`config.mk`:
```
export PLATFORM = sky130hd
export DESIGN_NAME = mul_seq
export DESIGN_NICKNAME = d
export VERILOG_FILES = /design/src/rtl/mul_seq.sv
export SDC_FILE = /design/constraint.sdc
export NUM_CORES = 1
export LEC_CHECK = 0
export BUFFER_PORTS_ARGS = -buffer_cell sky130_fd_sc_hd__buf_2
export CORE_MARGIN = 2
export CORE_UTILIZATION = 60
export CTS_BUF_LIST = sky130_fd_sc_hd__clkbuf_4 sky130_fd_sc_hd__clkbuf_8
export DETAILED_ROUTE_END_ITERATION = 8
export PLACE_DENSITY_LB_ADDON = 0.08
export SYNTH_ARGS = -nofsm -noshare
export SYNTH_HDL_FRONTEND = slang
export SYNTH_SLANG_ARGS = --single-unit
export TNS_END_PERCENT = 10
```
`constraint.sdc`:
```
create_clock -name clk -period 6.32 [get_ports clk]
set_input_delay 0 -clock clk [delete_from_list [all_inputs] [get_ports clk]]
set_output_delay 0 -clock clk [all_outputs]
set_load 0.01 [all_outputs]
```
`src/rtl/mul_seq.sv`:
```
// ============================================================================
// Module   : mul_seq
// Purpose  : Iterative signed multiplier with valid/ready on both sides; the
//            MUL_SEQ_SAT_EN macro saturates overflowing results instead of
//            letting them wrap.
// Revision : 1.0 - initial release
// ============================================================================
`default_nettype none

module mul_seq #(
    parameter int ARG_WIDTH      = 32,
    parameter int RES_WIDTH      = ARG_WIDTH * 2,
    parameter int BITS_PER_CYCLE = 1
) (
    input  logic                 clk,
    input  logic                 rst_n,
    input  logic                 arg_vld,
    output logic                 arg_rdy,
    input  logic [ARG_WIDTH-1:0] a,
    input  logic [ARG_WIDTH-1:0] b,
    output logic                 res_vld,
    input  logic                 res_rdy,
    output logic [RES_WIDTH-1:0] res,
    output logic                 overflow,
    output logic                 busy
);

    localparam int ITER  = ARG_WIDTH / BITS_PER_CYCLE;
    localparam int PW    = 2 * ARG_WIDTH;
    localparam int CNT_W = (ITER > 1) ? $clog2(ITER) : 1;

    if (RES_WIDTH < 2 || RES_WIDTH > 2 * ARG_WIDTH) begin : g_bad_res_width
        $error("mul_seq: RES_WIDTH must lie in 2..2*ARG_WIDTH");
    end
    if (BITS_PER_CYCLE < 1 || (ARG_WIDTH % BITS_PER_CYCLE) != 0) begin : g_bad_bpc
        $error("mul_seq: BITS_PER_CYCLE must divide ARG_WIDTH");
    end

    typedef enum logic [1:0] {
        S_IDLE = 2'd0,
        S_BUSY = 2'd1,
        S_DONE = 2'd2
    } state_t;

    state_t                 r_state;
    state_t                 w_state_nxt;
    logic                   r_sign;
    logic [PW-1:0]          r_mcand;
    logic [ARG_WIDTH-1:0]   r_mag_b;
    logic [PW-1:0]          r_acc;
    logic [CNT_W-1:0]       r_cnt;
    logic [RES_WIDTH-1:0]   r_res;
    logic                   r_ovf;

    logic                   w_accept;
    logic                   w_last;
    logic [ARG_WIDTH-1:0]   w_mag_a;
    logic [ARG_WIDTH-1:0]   w_mag_b;
    logic [PW-1:0]          w_pp;
    logic [PW-1:0]          w_acc_nxt;
    logic [PW-1:0]          w_prod;
    logic [PW-RES_WIDTH:0]  w_hi;
    logic                   w_ovf;
    logic [RES_WIDTH-1:0]   w_res;

    assign arg_rdy  = (r_state == S_IDLE) || (r_state == S_DONE && res_rdy);
    assign w_accept = arg_vld && arg_rdy;
    assign w_last   = (r_cnt == CNT_W'(ITER - 1));
    assign res_vld  = (r_state == S_DONE);
    assign busy     = (r_state == S_BUSY);
    assign res      = r_res;
    assign overflow = r_ovf;

    // Negating the most negative operand yields 2^(N-1), still exact as unsigned.
    assign w_mag_a = a[ARG_WIDTH-1] ? -a : a;
    assign w_mag_b = b[ARG_WIDTH-1] ? -b : b;

    always_comb begin
        w_pp = '0;
        for (int i = 0; i < BITS_PER_CYCLE; i++) begin
            if (r_mag_b[i]) begin
                w_pp = w_pp + (r_mcand << i);
            end
        end
    end

    assign w_acc_nxt = r_acc + w_pp;
    assign w_prod    = r_sign ? -w_acc_nxt : w_acc_nxt;

    // The product fits iff every bit from RES_WIDTH-1 upward is a sign copy.
    assign w_hi  = w_prod[PW-1:RES_WIDTH-1];
    assign w_ovf = !((&w_hi) || !(|w_hi));

`ifdef MUL_SEQ_SAT_EN
    localparam logic [RES_WIDTH-1:0] RES_MAX = {1'b0, {(RES_WIDTH-1){1'b1}}};
    localparam logic [RES_WIDTH-1:0] RES_MIN = {1'b1, {(RES_WIDTH-1){1'b0}}};
    assign w_res = w_ovf ? (w_prod[PW-1] ? RES_MIN : RES_MAX) : w_prod[RES_WIDTH-1:0];
`else
    assign w_res = w_prod[RES_WIDTH-1:0];
`endif

    always_ff @(posedge clk or negedge rst_n) begin
        if (!rst_n) begin
            r_state <= S_IDLE;
        end else begin
            r_state <= w_state_nxt;
        end
    end

    always_comb begin
        w_state_nxt = r_state;
        case (r_state)
            S_IDLE: if (w_accept) w_state_nxt = S_BUSY;
            S_BUSY: if (w_last) w_state_nxt = S_DONE;
            S_DONE: begin
                if (w_accept) begin
                    w_state_nxt = S_BUSY;
                end else if (res_rdy) begin
                    w_state_nxt = S_IDLE;
                end
            end
            default: w_state_nxt = S_IDLE;
        endcase
    end

    always_ff @(posedge clk or negedge rst_n) begin
        if (!rst_n) begin
            r_sign  <= 1'b0;
            r_mcand <= '0;
            r_mag_b <= '0;
            r_acc   <= '0;
            r_cnt   <= '0;
            r_res   <= '0;
            r_ovf   <= 1'b0;
        end else if (w_accept) begin
            r_sign  <= a[ARG_WIDTH-1] ^ b[ARG_WIDTH-1];
            r_mcand <= PW'(w_mag_a);
            r_mag_b <= w_mag_b;
            r_acc   <= '0;
            r_cnt   <= '0;
        end else if (r_state == S_BUSY) begin
            r_acc   <= w_acc_nxt;
            r_mcand <= r_mcand << BITS_PER_CYCLE;
            r_mag_b <= r_mag_b >> BITS_PER_CYCLE;
            r_cnt   <= r_cnt + CNT_W'(1);
            if (w_last) begin
                r_res <= w_res;
                r_ovf <= w_ovf;
            end
        end
    end

endmodule

`default_nettype wire

```
== Word level (Yosys, flattened, before mapping) ==
Index checks and enable logic that the tools add are counted.

* Bits in registers: 232
* Input port bits: 68
* Output and inout port bits: 68
* Logic and storage cells: 44

* $add $sub $neg: 5
* Eq/ne operators: 6
* Mux-type cells: 17
* Bitwise gates (word level): 2
* Reductions and logical operators: 7

{| class="wikitable"
|+ Operators with widths
! kind !! count
|-
| $mux 64 || 6
|-
| $mux 32 || 4
|-
| $add 64x64->64 || 1
|-
| $neg 32->32 || 2
|-
| $neg 64->64 || 1
|-
| $mux 5 || 2
|-
| $mux 2 || 4
|-
| $pmux 2 s3 || 1
|-
| $reduce_and 3->1 || 2
|-
| $add 5x1->5 const B || 1
|-
| $eq 5x5->1 const B || 1
|-
| $ne 3x1->1 const B || 1
|-
| $eq 2x1->1 const B || 1
|-
| $eq 2x2->1 const B || 1
|-
| $logic_and 1x1->1 || 2
|-
| $logic_not 2->1 || 1
|-
| $ne 2x1->1 const B || 1
|-
| $ne 2x2->1 const B || 1
|-
| $reduce_bool 2->1 || 1
|-
| $logic_or 1x1->1 || 1
|-
| $not 1->1 || 1
|-
| $xor 1x1->1 || 1
|}

== Logic depth before layout (Yosys ltp) ==
* Depth in word-level cells: 6
* Mapped depth: 18
* Mapped depth without buffers: 16

== Least setup slack after synthesis ==
No wires, ideal clock.

* Path type: register -> register
* Start point: reg r_mag_b[0]
* End point: reg r_res[63] (netlist: res[63])
* Library setup time: 130 ps
* Arrival: 4,382 ps
* Required time: 6,190 ps
* Path slack: 1,807 ps
* Cell stages (with the launch flop): 19
* Clock period less this slack: 4,513 ps
* Cells stage by stage: dfrtp_1 clkbuf_1 clkbuf_1 and2_1 ha_1 inv_1 fa_1 nand2b_1 a211oi_4 o21ai_2 a2111oi_1 nor3_1 xnor2_1 or4_4 nor4_4 nand4_4 o41ai_2 xnor2_1 o21ai_1

* Word-level cells in the longest chain between the ends: 4

{| class="wikitable"
|+ RTL lines
! item !! RTL line !! source
|-
| from (decl) || 49 || <nowiki>logic [ARG_WIDTH-1:0] r_mag_b;</nowiki>
|-
| from (signal assigned) || 138 || <nowiki>r_mag_b <= w_mag_b;</nowiki>
|-
| from (signal assigned) || 144 || <nowiki>r_mag_b <= r_mag_b >> BITS_PER_CYCLE;</nowiki>
|-
| $mux 64 * || 81 || <nowiki>if (r_mag_b[i]) begin</nowiki>
|-
| $add 64x64->64 * || 87 || <nowiki>assign w_acc_nxt = r_acc + w_pp;</nowiki>
|-
| $neg 64->64 || 88 || <nowiki>assign w_prod = r_sign ? -w_acc_nxt : w_acc_nxt;</nowiki>
|-
| $mux 64 * || 88 ||
|-
| to (signal assigned) || 147 || <nowiki>r_res <= w_res;</nowiki>
|-
| to (decl) || 52 || <nowiki>logic [RES_WIDTH-1:0] r_res;</nowiki>
|}

Mark *: on every way between the ends. The rest lies on a longest branch, timed or not.
A chain may end at the register's enable or synchronous reset.

== Worst setup path after layout ==
Same ends and word-level chain as after synthesis.

==> qor.csv <==
stage,metric,value,unit
setup_path,crit_type,flip-flop to flip-flop,
clock_tree,clkSinkCount,232,
yosys,yosys.area_share.simple,22.50,%
clock_tree,cts_buffers,41,
yosys,yosys_warnings,0,
setup_path,start_kind,flip-flop,
routing,vias_per_cell,6.265,
yosys,synthXorXnorAreaFrac,8.652,%
yosys,yosysSeqAreaShare,34.76,%
routing,ant_nets,0,
yosys,synth-adder-area-share,5.214,%
clock_tree,path_clk_slew,0.06,ns
sta,fmax,0.1961,GHz
pwr,p_leak,8.601,nW
setup_path,cp-end-kind,flip-flop,
setup_path,worstPathMaxFanout,44,
yosys,synth.area.mux_share,0.5543,%
routing,wl_per_cell,19.41,microns
yosys,synthesis.area,16700,sq um
clock_tree,cts_root_buf,clkbuf_8,
routing,drtPass1Iterations,5,
clock_tree,clk_latency,0.57,ns
finish,postLayoutCellArea,19450,sq um
yosys,synth_top_area_share,34.76,%
clock_tree,cts_resized,0,
grt,grt_max_degree,100,
floorplanning,dieArea,29190,sq um
yosys,synth_compound_area_share,24.47,%
yosys,synth_area_leaders,"dfrtp_1 (35%), o21ai_0 (8.1%), nand2_1 (6.9%)",
floorplanning,die_h,170.8,microns
placement,dp_hpwl,34.98,mm
clock_tree,htreeDepth,2,
floorplanning,coreArea,27630,sq um
routing,drc,0,
yosys,syn_inst,2014,
placement,placed_area,17470,sq um
run_status,status,"complete, no violations",
finish,n_antenna_cell,0,
yosys,synth.distinct_cells,92,
grt,grt_pass1_wl,80.03,mm
pwr,powerDensity,519.0,nW/um^2
yosys,syn_area_per_cell,8.293,sq um
sta,rsz0062_at_grt,false,
yosys,ys_top_cells_by_count,"nand2_1 (307), o21ai_0 (270), dfrtp_1 (232), xor2_1 (110)",
clock_tree,cts_tree,built,
finish,final_cells,2597,
placement,place_congestion,1.041,
grt,grt_use_total,34.47,%
yosys,synthFlopType,dfrtp_1,
sta,worst_slew_pin_slew,1.056,ns
yosys,async_reset_ff_share,100.0,%
yosys,synth_edf_count,0,
floorplanning,pin_count,136,
placement,io_buffer_count,134,
floorplanning,die_w,170.8,microns
yosys,ys_seq_elements,232,
finish,synthToLayoutAreaGrowth,16.44,%
sta,period_needed,5.100,ns
placement,dp_cells,2416,
grt,antenna_found_initial,0,
clock_tree,clock_path_buffers,3,
floorplanning,num_rows,61,
finish,fin_nets,2328,
clock_tree,holdBufCountCts,110,
yosys,syn_nets,2151,
sta,slew_headroom,29.59,%
setup_path,cp.required,6.73,ns
hold_path,hold_path.class,primary input to async pin,
sta,finClkSkew,0.02920,ns
yosys,synth_most_common_cell,nand2_1,
sta,fin_setup_tns,0,ns
floorplanning,start_util,60.45,%
routing,routed_wl,50.41,mm
sta,period_share,80.69,%
clock_tree,post_cts_buffers,0,
finish,drive_gt1_share,13.43,%
routing,num_vias,16270,
sta,slew_violations,0,
grt,grt_overflow,0,
setup_path,cp-startpoint,r_mag_b[0]$_DFFE_PN0P_,
routing,drt_iter0_markers,1473,
yosys,synth_top_family_by_area,compound AO/OA/AOI/OAI gates,
pwr,vdd_drop_max,223.4,uV
yosys,synth_top_cell_by_area,dfrtp_1,
setup_path,worstPathArrival,5.51,ns
run,drv_cap,0,
setup_path,r2r_start,r_mag_b[0]$_DFFE_PN0P_,
sta,report.final.hold_viol_count,0,
grt,grt_pass1_vias,14940,
sta,setup_viol,0,
==> worst max-delay path, cell delays in order, from the launching register on <==
cell	delay, ns
dfrtp_1	0.59
buf_4	0.42
and2_1	0.19
ha_1	0.33
a21oi_1	0.30
o21ai_1	0.15
a32oi_1	0.43
a21oi_1	0.20
nor4_2	0.42
o32ai_2	0.21
or4_4	0.49
nor4_4	0.36
nand4_4	0.21
o41ai_2	0.36
xnor2_1	0.21
o21ai_1	0.08
==> per-stage QoR <==
step,hold slack [ns],util [%],total power (W),setup slack (ns)
finish,0.03148,70.39,0.01009,1.220
global route,0.1191,70.39,0.01081,0.8816
CTS,0.03916,70.39,0.009915,1.307
detailed placement,0.07969,63.25,0.008255,1.321
global placement,0.08647,63.25,0.008127,1.439
floorplan,-0.2956,-,0.006656,1.807
==> placed cells by master (no fill, tap or decap), types with 48 or more instances in the layout <==
| cell type | instances |
|---|---|
| and2_1 | 74 |
| nand3_1 | 72 |
| nor2_1 | 94 |
| nand2_1 | 305 |
| dfrtp_1 | 232 |
| ha_1 | 68 |
| a21oi_1 | 82 |
| clkbuf_8 | 48 |
| o21ai_0 | 270 |
| a22oi_1 | 58 |
| xor2_1 | 110 |
| xnor2_1 | 55 |
| buf_2 | 133 |
| dlygate4sd3_1 | 110 |
==> power by group <==
| group | switching, W | total (W) | internal (W) | leakage [nW] |
|---|---|---|---|---|
| Clock | 0.000641 | 0.00150 | 0.000856 | 0.454 |
| Sequential | 0.000456 | 0.00260 | 0.00215 | 2.97 |
| Combinational | 0.00386 | 0.00599 | 0.00214 | 5.18 |
==> cell families after synthesis <==
| kind of cell | after synthesis |
|---|---|
| xor+xnor | 165 |
| buf+inv | 152 |
| compound gates | 639 |
| mux | 9 |
| other cells | 1 |
| fa+ha+maj | 69 |
| simple gates | 747 |
| flops | 232 |
==> worst paths after layout <==
check / depth (start not counted) / end / slack, ns
max: 15 / res[63]$_DFFE_PN0P_ / 1.22
min: 2 / res[8]$_DFFE_PN0P_ / 0.03
max reg2reg: 15 / res[63]$_DFFE_PN0P_ / 1.22
min reg2reg: 2 / res[41]$_DFFE_PN0P_ / 0.47
max in group asynchronous: 3 / r_mcand[45]$_DFFE_PN0P_ / 4.71
min in group clk: 4 / r_mag_b[1]$_DFFE_PN0P_ / 0.09
==> layout make-up <==
cell class | instances | area, sq um
multi-input cells | 1630 | 10290
clock inverters | 9 | 106.4
flip-flops and latches | 232 | 5806
well taps | 378 | 473.0
repair buffers | 262 | 1917
fillers | 2220 | 8182
inverters | 24 | 92.59
clock buffers | 62 | 765.7
==> per-layer routing <==
| layer | wire length [microns] | global-route usage (%) | share of wire, % | vias up |
|---|---|---|---|---|
| met5 | 0 | 0 | 0 | - |
| met2 | 20890 | 49.90 | 41 | 807 |
| met1 | 23560 | 52.96 | 47 | 7745 |
| li1 | - | - | - | 7634 |
| met3 | 4958 | 5.991 | 9.8 | 84 |
| met4 | 1003 | 8.954 | 2.0 | 0 |
==> flip-flops by register name, summed over array words and instances, names as in the netlist <==
| name | cells |
|---|---|
| r_cnt | 5 |
| r_mcand | 64 |
| r_mag_b | 32 |
| res | 64 |
| r_acc | 64 |
| r_sign | 1 |
| r_state | 2 |
Note: power is estimated with default switching activity, not from simulation.
